===== src/rtl/tcm_ifetch_queue.sv =====
// tcm_ifetch_queue: TCM instruction fetch front-end with in-order response FIFO and branch discard.
// Optional macro TCM_IFQ_ERROR_EN stores mem_i_error_i per entry and reports it on inst_error_o.
module tcm_ifetch_queue #(
  parameter int          DEPTH    = 4,
  parameter logic [31:0] RESET_PC = 32'h0000_0000
) (
  input  logic        clk_i,
  input  logic        rst_ni,
  input  logic        fetch_en_i,
  input  logic        branch_i,
  input  logic [31:0] branch_pc_i,
  input  logic        fence_i_i,
  output logic        inst_valid_o,
  output logic [31:0] inst_o,
  output logic [31:0] pc_o,
  output logic        inst_error_o,
  input  logic        inst_ready_i,
  output logic        mem_i_rd_o,
  output logic [31:0] mem_i_pc_o,
  output logic        mem_i_flush_o,
  output logic        mem_i_invalidate_o,
  input  logic        mem_i_accept_i,
  input  logic        mem_i_valid_i,
  input  logic        mem_i_error_i,
  input  logic [31:0] mem_i_inst_i
);
  localparam int AW = $clog2(DEPTH);
  localparam int CW = AW + 1;
  localparam logic [CW:0] LIM = DEPTH[CW:0];

  logic [31:0]   pc_q, pc_d;
  logic [CW-1:0] cnt_q, cnt_d, out_q, out_d, disc_q, disc_d;
  logic [AW-1:0] wr_q, rd_q, iwr_q, ird_q;
  logic [31:0]   fifo_inst_q [DEPTH];
  logic [31:0]   fifo_pc_q   [DEPTH];
  logic [31:0]   ifl_pc_q    [DEPTH];
  logic          flush_q;
  logic          issue, resp, push, pop;
  logic [CW:0]   credit;
  logic          unused_bits;

  assign credit             = {1'b0, cnt_q} + {1'b0, out_q};
  assign mem_i_rd_o         = fetch_en_i & ~branch_i & (credit < LIM);
  assign mem_i_pc_o         = pc_q;
  assign issue              = mem_i_rd_o & mem_i_accept_i;
  assign resp               = mem_i_valid_i & (out_q != '0);
  // Responses landing in a branch cycle belong to the old stream and are dropped.
  assign push               = resp & (disc_q == '0) & ~branch_i;
  assign pop                = inst_valid_o & inst_ready_i & ~branch_i;
  assign inst_valid_o       = cnt_q != '0;
  assign inst_o             = fifo_inst_q[rd_q];
  assign pc_o               = fifo_pc_q[rd_q];
  assign mem_i_flush_o      = flush_q;
  assign mem_i_invalidate_o = flush_q;

  always_comb begin
    pc_d   = branch_i ? {branch_pc_i[31:2], 2'b00} : issue ? pc_q + 32'd4 : pc_q;
    out_d  = out_q + CW'(issue) - CW'(resp);
    disc_d = branch_i ? out_q - CW'(resp) : disc_q - CW'(resp & (disc_q != '0));
    cnt_d  = branch_i ? '0 : cnt_q + CW'(push) - CW'(pop);
  end

  always_ff @(posedge clk_i or negedge rst_ni) begin
    if (!rst_ni) begin
      pc_q        <= RESET_PC;
      cnt_q       <= '0;
      out_q       <= '0;
      disc_q      <= '0;
      wr_q        <= '0;
      rd_q        <= '0;
      iwr_q       <= '0;
      ird_q       <= '0;
      flush_q     <= 1'b0;
      fifo_inst_q <= '{default: '0};
      fifo_pc_q   <= '{default: '0};
      ifl_pc_q    <= '{default: '0};
    end else begin
      pc_q    <= pc_d;
      cnt_q   <= cnt_d;
      out_q   <= out_d;
      disc_q  <= disc_d;
      flush_q <= fence_i_i;
      if (issue) begin
        ifl_pc_q[iwr_q] <= pc_q;
        iwr_q           <= iwr_q + AW'(1);
      end
      if (resp) ird_q <= ird_q + AW'(1);
      if (push) begin
        fifo_inst_q[wr_q] <= mem_i_inst_i;
        fifo_pc_q[wr_q]   <= ifl_pc_q[ird_q];
        wr_q              <= wr_q + AW'(1);
      end
      if (branch_i) rd_q <= wr_q;
      else if (pop) rd_q <= rd_q + AW'(1);
    end
  end

`ifdef TCM_IFQ_ERROR_EN
  logic fifo_err_q [DEPTH];

  always_ff @(posedge clk_i or negedge rst_ni) begin
    if (!rst_ni) fifo_err_q <= '{default: 1'b0};
    else if (push) fifo_err_q[wr_q] <= mem_i_error_i;
  end

  assign inst_error_o = fifo_err_q[rd_q];
  assign unused_bits  = ^branch_pc_i[1:0];
`else
  assign inst_error_o = 1'b0;
  assign unused_bits  = ^{branch_pc_i[1:0], mem_i_error_i};
`endif
endmodule


===== config.mk =====
export PLATFORM = sky130hd
export DESIGN_NAME = tcm_ifetch_queue
export DESIGN_NICKNAME = d
export VERILOG_FILES = /design/src/rtl/tcm_ifetch_queue.sv
export SDC_FILE = /design/constraint.sdc
export NUM_CORES = 1
export LEC_CHECK = 0
export BUFFER_PORTS_ARGS = -buffer_cell sky130_fd_sc_hd__buf_4
export CORE_MARGIN = 3
export CORE_UTILIZATION = 57
export DETAILED_ROUTE_END_ITERATION = 12
export PLACE_DENSITY = 0.77
export SKIP_CTS_REPAIR_TIMING = 1
export SKIP_LAST_GASP = 1
export SLEW_MARGIN = 20
export SYNTH_ARGS = -nofsm -noshare
export SYNTH_HDL_FRONTEND = slang
export SYNTH_SLANG_ARGS = --single-unit

===== constraint.sdc =====
create_clock -name clk_i -period 4.3 [get_ports clk_i]
set_input_delay 0.86 -clock clk_i [delete_from_list [all_inputs] [get_ports clk_i]]
set_output_delay 0.86 -clock clk_i [all_outputs]
set_load 0.01 [all_outputs]

==> results of run 1 <==
cells by family (layout without fill, tap and decap cells):
group	Yosys count	after routing	synth area share [%]
AO/OA/AOI/OAI	80	80	2.874
XOR/XNOR	12	12	0.5562
adder cells (fa/ha/maj)	21	21	1.470
buffers and inverters	108	273	3.615
flip-flops	416	416	55.09
multiplexers	454	454	32.51
other	1	5	0.01985
AND/OR/NAND/NOR	135	135	3.867
layer usage:
layer	global-route usage, %	up-vias
met5	0	-
met4	5.801	0
met3	3.870	58
met2	37.71	309
met1	31.21	5770
li1	-	4809
through the flow:
stage	area, um^2	hold slack (ns)	utilization [%]
finish	21670	0.3564	66.44
global route	21670	0.3865	66.44
CTS	21670	0.3560	66.44
detailed placement	20300	0.4690	62.23
global placement	20300	0.4560	62.23
floorplan	18910	0.4446	-
worst paths after layout:
path	slack, ns	startpoint	cells past startpoint	to
max	1.0	rd_q[0]	3	pc_o[21]
min	0.36	rst_ni	1	fifo_inst_q[105]
max reg2reg	1.34	out_q[2]	6	ifl_pc_q[95]
min reg2reg	0.48	ifl_pc_q[6]	2	ifl_pc_q[6]
max in group asynchronous	3.00	rst_ni	2	fifo_pc_q[48]
min in group clk_i	0.45	fence_i_i	1	mem_i_flush_o
state kept, by name, summed over array words and instances (netlist names):
| signal | count |
|---|---|
| disc_q | 3 |
| iwr_q | 2 |
| fifo_pc_q | 120 |
| ifl_pc_q | 120 |
| fifo_inst_q | 128 |
| out_q | 3 |
| wr_q | 2 |
| ird_q | 2 |
| mem_i_flush_o | 1 |
| rd_q | 2 |
| mem_i_pc_o | 30 |
| cnt_q | 3 |
worst reg2reg max path, cell delays in order (launching register included):
cell and delay, ns:
dfrtp_1 0.46, ha_1 0.31, nor4_2 0.24, and4_1 0.28
buf_4 0.38, nand2_2 0.65, mux2_2 0.51
synth_stat cells, types with 5 or more instances:
cell type  instances
o311ai_0           5
mux2i_1            5
and3_1             7
inv_1             17
buf_4              9
mux4_2            92
o211ai_1          13
o21ai_0           34
mux2_2           336
dfrtp_1          416
buf_6             27
a221o_1            5
nand3_1           20
buf_2             32
nand4_1           11
nand2_1           53
clkbuf_1          14
mux2_1            21
buf_1              5
nor2_1            15
ha_1              19
xnor2_1            8
report_power, final:
group	leakage (nW)	internal (mW)	switching, mW
combinational	4.26	2.81	1.83
sequential	5.50	5.43	1.09
clock	0.674	2.18	1.44
layout make-up:
class | instances | share of cell area [%]
Clock buffer | 66 | 5.975
Clock inverter | 5 | 0.3637
Inverter | 20 | 0.3464
Multi-Input combinational cell | 707 | 36.07
Sequential cell | 416 | 48.07
Tap cell | 442 | 2.552
Timing Repair Buffer | 182 | 6.627
==> impl_metrics.yaml, run 1 <==
job:
  cap_viol_max_count: 0
worst_setup_path:
  crit_path_cell_trace: "buf_4 -> mux4_2 -> buf_4"
  cp_data_required_time_ns: 3.44
  path_buf_inv: 2
  cp.arrival_ns: 2.44
  cp-end-kind: "output port"
  crit_path_max_fanout: 22
  critPathKind: "reg -> out"
  slowest_stage: "dfrtp_4"
  startpoint_type: "register"
  crit_family: "flip-flops"
  crit_path_frequent_cell: "buf_4"
  cp_slowest_stage_delay_ns: 0.73
power:
  power_leakage_nw: 10.44
  power_mw: 14.79
  irDropWorstVdd_v: 0.0003672
  powerDensity_nw_per_um2: 682.2
clock_tree:
  htree_levels: 2
  cts_root_buffer: "clkbuf_16"
  clock_sinks: 416
  cts_buffers: 43
  path_clk_slew_ns: 0.06
  clock_path_buffers: 3
  cts_tree: "done"
  clk_latency_ns: 0.52
sta:
  worst_slew_margin_rel_pct: 33.34
  worst_slew_pin_slew_ns: 0.9922
  drv_slew: 0
  min_period_ns: 3.302
  finClkSkew_ns: 0.01573
  min_period_over_period_pct: 76.78
  grt_setup_unrepaired: "false"
  tns_ns: 0
  fmax_mhz: 302.9
  worst_slack_ns: 0.9985
  setup_viol: 0
  final-hold-violation-count: 0
layout:
  multi_input_area_um2: 7818
  register_area_um2: 10420
  final_cell_mix: "412 x dfrtp_1, 336 x mux2_2, 176 x buf_4"
  syn2layout_area_growth_pct: 14.70
  post_route_cells_drive_above_1_share_pct: 49.43
  final_common_cell: "dfrtp_1"
  fin_cells: 1838
  antenna_cells: 0
  nFillCells: 2317
  layout.nets: 1464
place:
  dpl_worst_slack_ns: 0.8666
  io_buffers: 165
  place_congestion: 0.7797
  hpwl_mm: 24.09
  dp.cells: 1767
synthesis:
  ys_seq_area_share_pct: 55.09
  ys_seq_elements: 416
  synth_top_area_share_pct: 55.09
  avgSynthCellArea_um2: 15.40
  synth_area_leaders: "dfrtp_1 55%, mux2_2 20%, mux4_2 11%, buf_6 1.6%, ha_1 1.3%"
  synth_cells: 1227
  yosys_warnings: 0
  synth_edf_count: 0
  async_flop_share_pct: 100.0
  synth_cell_types: 53
  synth_top_cell_by_area: "dfrtp_1"
  ys.flop_type: "dfrtp_1"
  syn-cell-area_um2: 18900
global_route:
  grt-ovfl-total: 0
  grt_pass1_wl_mm: 63.60
  grt_max_degree: 98
  first_global_vias: 11690
  antenna_found_initial: 0
  grtUsageTotal_pct: 22.57
routing:
  drtIter0Drc: 599
  vias_per_cell: 5.955
  dr_wl_met3_mm: 1.998
  routedWlPerCell_um: 21.27
  drt_pass1_iterations: 5
  vias: 10950
  wirelength_mm: 39.10
  ant_nets: 0
  dr.max_layer_used: "met4"
  wl_met2_mm: 19.57
  wirelength_met1_mm: 16.73
  drc: 0
status:
  status: "finished, final reports clean"
floorplan:
  die_y_um: 188.1
  core_um2: 32620
  core.rowCount: 66
  floorplan.io_pins: 174
  die_area_um2: 35370
  start_util_pct: 57.93
  die_w_um: 188.1
min_path:
  min-delay-path-class: "in -> async"
Note: power is estimated with default switching activity, not from simulation.
==> inputs of run 2 (changes only) <==
Settings changed: ABC_AREA set to 1.
Clock period 4.3 ns to 3.31 ns, I/O delays scaled along.
==> run 2 against run 1 <==
Against the previous run:
- synthesized area increased by 1.2%
- final cell count up 56%
- final area rose by 1.6%
- largest cell class unchanged
- largest power group unchanged
==> impl_metrics.yaml, run 2 <==
status:
  status: "finished, final reports clean"
floorplan:
  die_area_um2: 35780
  die_w_um: 189.1
  core_um2: 32780
  die_y_um: 189.1
  core.rowCount: 66
  floorplan.io_pins: 174
  start_util_pct: 58.32
synthesis:
  synth_edf_count: 0
  synth_top_cell_by_area: "dfrtp_1"
  ys.flop_type: "dfrtp_1"
  synth_cell_types: 33
  synth_area_leaders: "dfrtp_1 54%, nand2_1 13%, o21ai_1 9.3%, o21ai_0 3.8%, nor2_1 3.4%"
  ys_seq_area_share_pct: 54.45
  synth_common_cells: "684 x nand2_1, 416 x dfrtp_1, 354 x o21ai_1, 175 x nor2_1, 147 x o21ai_0"
  synth_cells: 2295
  syn-cell-area_um2: 19120
  async_flop_share_pct: 100.0
  synth.most_common_cell: "nand2_1"
  ys_seq_elements: 416
  yosys_warnings: 0
  avgSynthCellArea_um2: 8.331
  synth_top_area_share_pct: 54.45
layout:
  final_common_cell: "nand2_1"
  final_util_pct: 67.17
  antenna_cells: 0
  post_route_cells_drive_above_1_share_pct: 12.43
  layout.nets: 2492
  fin_cells: 2872
  largest_reg_flops: 128
  syn2layout_area_growth_pct: 15.17
  top_regs: "fifo_inst_q x128, fifo_pc_q x120, ifl_pc_q x120"
  final_cell_mix: "682 x nand2_1, 413 x dfrtp_1, 354 x o21ai_1"
  top_register: "fifo_inst_q"
worst_setup_path:
  cp.depth: 4
  crit_family: "flip-flops"
  r2r_start: "cnt_q[1]"
  rrSetupSlack_ns: 0.85
  r2r_cells: 12
  startpoint_type: "register"
  slowest_stage: "dfrtp_4"
  crit_path_max_fanout: 82
  crit_start: "rd_q[0]"
  cp-endpoint: "pc_o[4]"
  cp.arrival_ns: 2.31
  crit_path_cell_trace: "buf_12 -> o21ai_0 -> o22ai_1 -> buf_4"
  cp_data_required_time_ns: 2.65
  path_buf_inv: 2
  cp-end-kind: "output port"
  rr_endpoint: "out_q[2]"
  cp_slowest_stage_delay_ns: 0.76
  critPathKind: "reg -> out"
routing:
  vias: 16100
  drt_pass1_iterations: 6
  ant_nets: 0
  drtIter0Drc: 1415
  drc: 0
  routedWlPerCell_um: 16.87
  vias_per_cell: 5.604
  wirelength_mm: 48.45
sta:
  final-hold-violation-count: 0
  min_period_over_period_pct: 89.71
  grt_setup_unrepaired: "false"
  min_period_ns: 2.969
  finClkSkew_ns: 0.007540
  worst_slew_margin_rel_pct: 49.18
  tns_ns: 0
  drv_slew: 0
  setup_viol: 0
  worst_slack_ns: 0.3406
  fmax_mhz: 336.8
  worst_slew_pin_slew_ns: 0.7623
  timing.hold.ws_ns: 0.04238
global_route:
  antenna_found_initial: 0
  grtUsageTotal_pct: 26.90
  grt_max_degree: 112
  first_global_vias: 15360
  grt-ovfl-total: 0
  grt_pass1_wl_mm: 79.03
power:
  power_leakage_nw: 10.62
  powerDensity_nw_per_um2: 954.0
  irDropWorstVdd_v: 0.0004448
clock_tree:
  clock_path_buffers: 3
  cts_root_buffer: "clkbuf_16"
  cts_tree: "done"
  cts_buffers: 43
  clk_latency_ns: 0.53
  path_clk_slew_ns: 0.06
  htree_levels: 2
  clock_sinks: 416
job:
  cap_viol_max_count: 0
place:
  dpl_worst_slack_ns: 0.5991
  hpwl_mm: 30.20
  place_congestion: 0.8907
  dp.cells: 2795
  io_buffers: 165
min_path:
  min-delay-path-class: "in -> async"
[run 2: cell count changes in the layout (fill, tap and decap cells not counted), sizes merged, moves of 90 or more]
| cell | previous run | this run |
|---|---|---|
| o21ai | 34 | 507 |
| nand3 | 21 | 125 |
| nand2 | 60 | 694 |
| mux2 | 357 | 0 |
| nor2 | 16 | 180 |
| inv | 19 | 109 |
| mux4 | 92 | 0 |
[run 2: final cells by class]
class,instances,area (um^2)
Tap cell,442,553.0
Inverter,110,414.1
Clock inverter,10,133.9
Fill cell,2626,10760
Multi-Input combinational cell,1620,7452
Sequential cell,416,10420
Clock buffer,67,1276
Timing Repair Buffer,207,1774
[run 2: worst register-to-register path, stage by stage, from the launching register on]
cell and delay, ns:
dfrtp_1 0.45, ha_1 0.33, nand3_1 0.08, nand2_1 0.06
nor2_2 0.11, nand2_1 0.09, ha_1 0.30, inv_1 0.06
ha_1 0.13, inv_1 0.05, fa_1 0.37, xnor2_1 0.18
xor2_1 0.17
[run 2: cell families (layout without fill, tap and decap cells)]
logic type	after synthesis	after routing	share of synthesized area (%)
simple gates	1002	1002	21.01
compound gates	576	576	15.64
flops	416	416	54.45
buf+inv	263	394	6.681
fa+ha+maj	21	21	1.453
xor+xnor	14	14	0.6413
mux	2	2	0.1047
other cells	1	5	0.01961
[run 2: worst min path at each step]
| stage | from | end | cells after the start |
|---|---|---|---|
| 2_1_floorplan | rst_ni | cnt_q[0] | 0 |
| 3_3_place_gp | fifo_pc_q[63] | fifo_pc_q[63] | 2 |
| 3_5_place_dp | fifo_pc_q[63] | fifo_pc_q[63] | 2 |
| 4_1_cts | rst_ni | fifo_inst_q[109] | 1 |
| 5_1_grt | rst_ni | fifo_inst_q[109] | 1 |
| 6_report | rst_ni | fifo_inst_q[109] | 1 |
[run 2: stage by stage]
step	power, mW	instance area (um^2)
4_1_cts	21.06	22020
3_5_place_dp	16.16	20610
5_1_grt	22.42	22020
6_report	21.01	22020
3_3_place_gp	15.84	20610
2_1_floorplan	12.95	19130
[run 2: report_power, final]
part	internal (mW)	total [mW]	switching (mW)	leakage [nW]
clock	2.88	4.83	1.95	0.687
sequential	6.94	8.11	1.17	5.51
combinational	3.16	8.08	4.91	4.42
[run 2: layer usage]
layer  vias up  global-route usage [%]  part of all wire [%]  wire, um
met5         -                       0                     0         0
met4         0                   7.161                   2.3      1113
met3        82                   3.129                   5.9      2869
met2       514                   45.39                    49     23710
met1      7761                   37.41                    43     20760
li1       7739                       -                     -         -
==> inputs of run 3 (changes only) <==
Settings changed: REMOVE_ABC_BUFFERS set to 1.
==> run 3 against run 2 <==
Against the previous run:
- setup slack got worse by 0.042 ns
- combinational power fell by 2%
- critical endpoint is now inst_o[31]
- via count fell by 0.50%
- non-clock buffer count fell by 2
- routed wire length fell by 2.8%
- power fell by 0.56%
- die area did not move
- worst hold slack improved by 0.083 ns
- utilization rose by 0.072 points
- clock skew rose by 0.011 ns
==> impl_metrics.yaml, run 3 (synthesis results as in run 2) <==
worst_setup_path:
  path_buf_inv: 2
  r2r_start: "cnt_q[1]"
  cp_slowest_stage_delay_ns: 0.59
  cp_data_required_time_ns: 2.65
  rr_endpoint: "ifl_pc_q[9]"
  rrSetupSlack_ns: 0.75
  slowest_stage: "dfrtp_4"
  crit_path_frequent_cell: "buf_4"
  crit_path_cell_trace: "buf_4 -> o21ai_0 -> o22ai_1 -> buf_4"
  cp-end-kind: "output port"
  crit_family: "buffers and inverters"
  crit_path_max_fanout: 62
  cp.depth: 4
  critPathKind: "reg -> out"
  r2r_cells: 10
  startpoint_type: "register"
  cp.arrival_ns: 2.35
sta:
  min_period_over_period_pct: 90.98
  fmax_mhz: 332.1
  min_period_ns: 3.011
  finClkSkew_ns: 0.01859
  worst_slew_pin_slew_ns: 1.089
  tns_ns: 0
  grt_setup_unrepaired: "false"
  drv_slew: 0
  setup_viol: 0
  worst_slew_margin_rel_pct: 26.93
  worst_slack_ns: 0.2986
  final-hold-violation-count: 0
floorplan:
  die_y_um: 189.1
  start_util_pct: 58.32
  core.rowCount: 66
  core_um2: 32780
  floorplan.io_pins: 174
  die_w_um: 189.1
  die_area_um2: 35780
place:
  io_buffers: 165
  dpl_worst_slack_ns: 0.6467
  hpwl_mm: 29.62
  place_congestion: 0.9297
routing:
  ant_nets: 0
  drc: 0
  drtIter0Drc: 1444
  drt_pass1_iterations: 5
  routedWlPerCell_um: 16.42
  wirelength_mm: 47.12
  vias_per_cell: 5.580
  vias: 16020
layout:
  syn2layout_area_growth_pct: 15.29
  antenna_cells: 0
  top_register: "fifo_inst_q"
  top_regs: "fifo_inst_q x128, fifo_pc_q x120, ifl_pc_q x120"
  post_route_cells_drive_above_1_share_pct: 12.52
  largest_reg_flops: 128
  layout.nets: 2490
  final_cell_mix: "682 x nand2_1, 414 x dfrtp_1, 354 x o21ai_1"
  final_common_cell: "nand2_1"
clock_tree:
  htree_levels: 2
  clock_path_buffers: 3
  cts_tree: "done"
  clock_sinks: 416
  path_clk_slew_ns: 0.06
  clk_latency_ns: 0.54
  cts_root_buffer: "clkbuf_16"
  cts_buffers: 43
power:
  powerDensity_nw_per_um2: 947.7
  power_switching_mw: 7.841
  pwr-share-comb_pct: 37.8
  p_clk_share_pct: 23.6
  irDropWorstVdd_v: 0.0005025
  power_leakage_nw: 10.64
  p_seq_share_pct: 38.5
  switching_share_pct: 37.54
  intPower_mw: 13.05
min_path:
  min-delay-path-class: "in -> async"
global_route:
  grt-ovfl-total: 0
  grt_util_met2_pct: 42.89
  grtUsageTotal_pct: 26.61
  grt_pass1_wl_mm: 78.43
  grt_util_met3_pct: 3.166
  first_global_vias: 15450
  antenna_found_initial: 0
  grt_use_met1_pct: 38.67
  grt-busiest-layer: "met2"
  grt_max_degree: 87
status:
  status: "finished, final reports clean"
job:
  cap_viol_max_count: 0
## run 3: cell count changes in the layout (fill, tap and decap cells not counted), moves of 2 or more
cell / delta
clkinv_4: +3
clkbuf_8: -3
clkbuf_16: +2
clkbuf_1: -4
## run 3: stage by stage
stage / utilization [%] / hold slack [ns] / cells / power, mW / area, um^2
2_1_floorplan: - / 0.3664 / 2146 / 12.74 / 18270
3_3_place_gp: 62.78 / 0.4600 / 2793 / 15.65 / 20580
3_5_place_dp: 62.78 / 0.4623 / 2793 / 15.98 / 20580
4_1_cts: 67.24 / 0.1506 / 2870 / 21.00 / 22040
5_1_grt: 67.24 / 0.1632 / 2870 / 22.37 / 22040
6_report: 67.24 / 0.1259 / 2870 / 20.89 / 22040
## run 3: final cells by class
cell class	count	area [um^2]
Fill cell	2682	10740
Timing Repair Buffer	205	1747
Clock buffer	62	1270
Sequential cell	416	10420
Multi-Input combinational cell	1620	7452
Clock inverter	15	191.4
Inverter	110	415.4
Tap cell	442	553.0
## run 3: worst max-delay path by stage
stage	to	from
global route	inst_o[30]	rd_q[0]
global placement	inst_o[6]	rd_q[0]
floorplan	inst_o[0]	rd_q[0]
CTS	inst_o[31]	rd_q[0]
detailed placement	pc_o[25]	rd_q[0]
finish	inst_o[31]	rd_q[0]
## run 3: layer usage
layer	routed length (um)	vias to the layer above
met5	0	-
met4	1121	0
met3	3259	75
met2	21880	562
met1	20860	7642
li1	-	7736
## run 3: power by group through the flow
stage               clock (mW)  sequential, mW  combinational (mW)
global route              5.21            8.29                8.87
global placement             0            8.01                7.64
floorplan                    0            8.09                4.65
CTS                       5.01            8.03                7.96
detailed placement           0            8.10                7.89
finish                    4.94            8.05                7.90
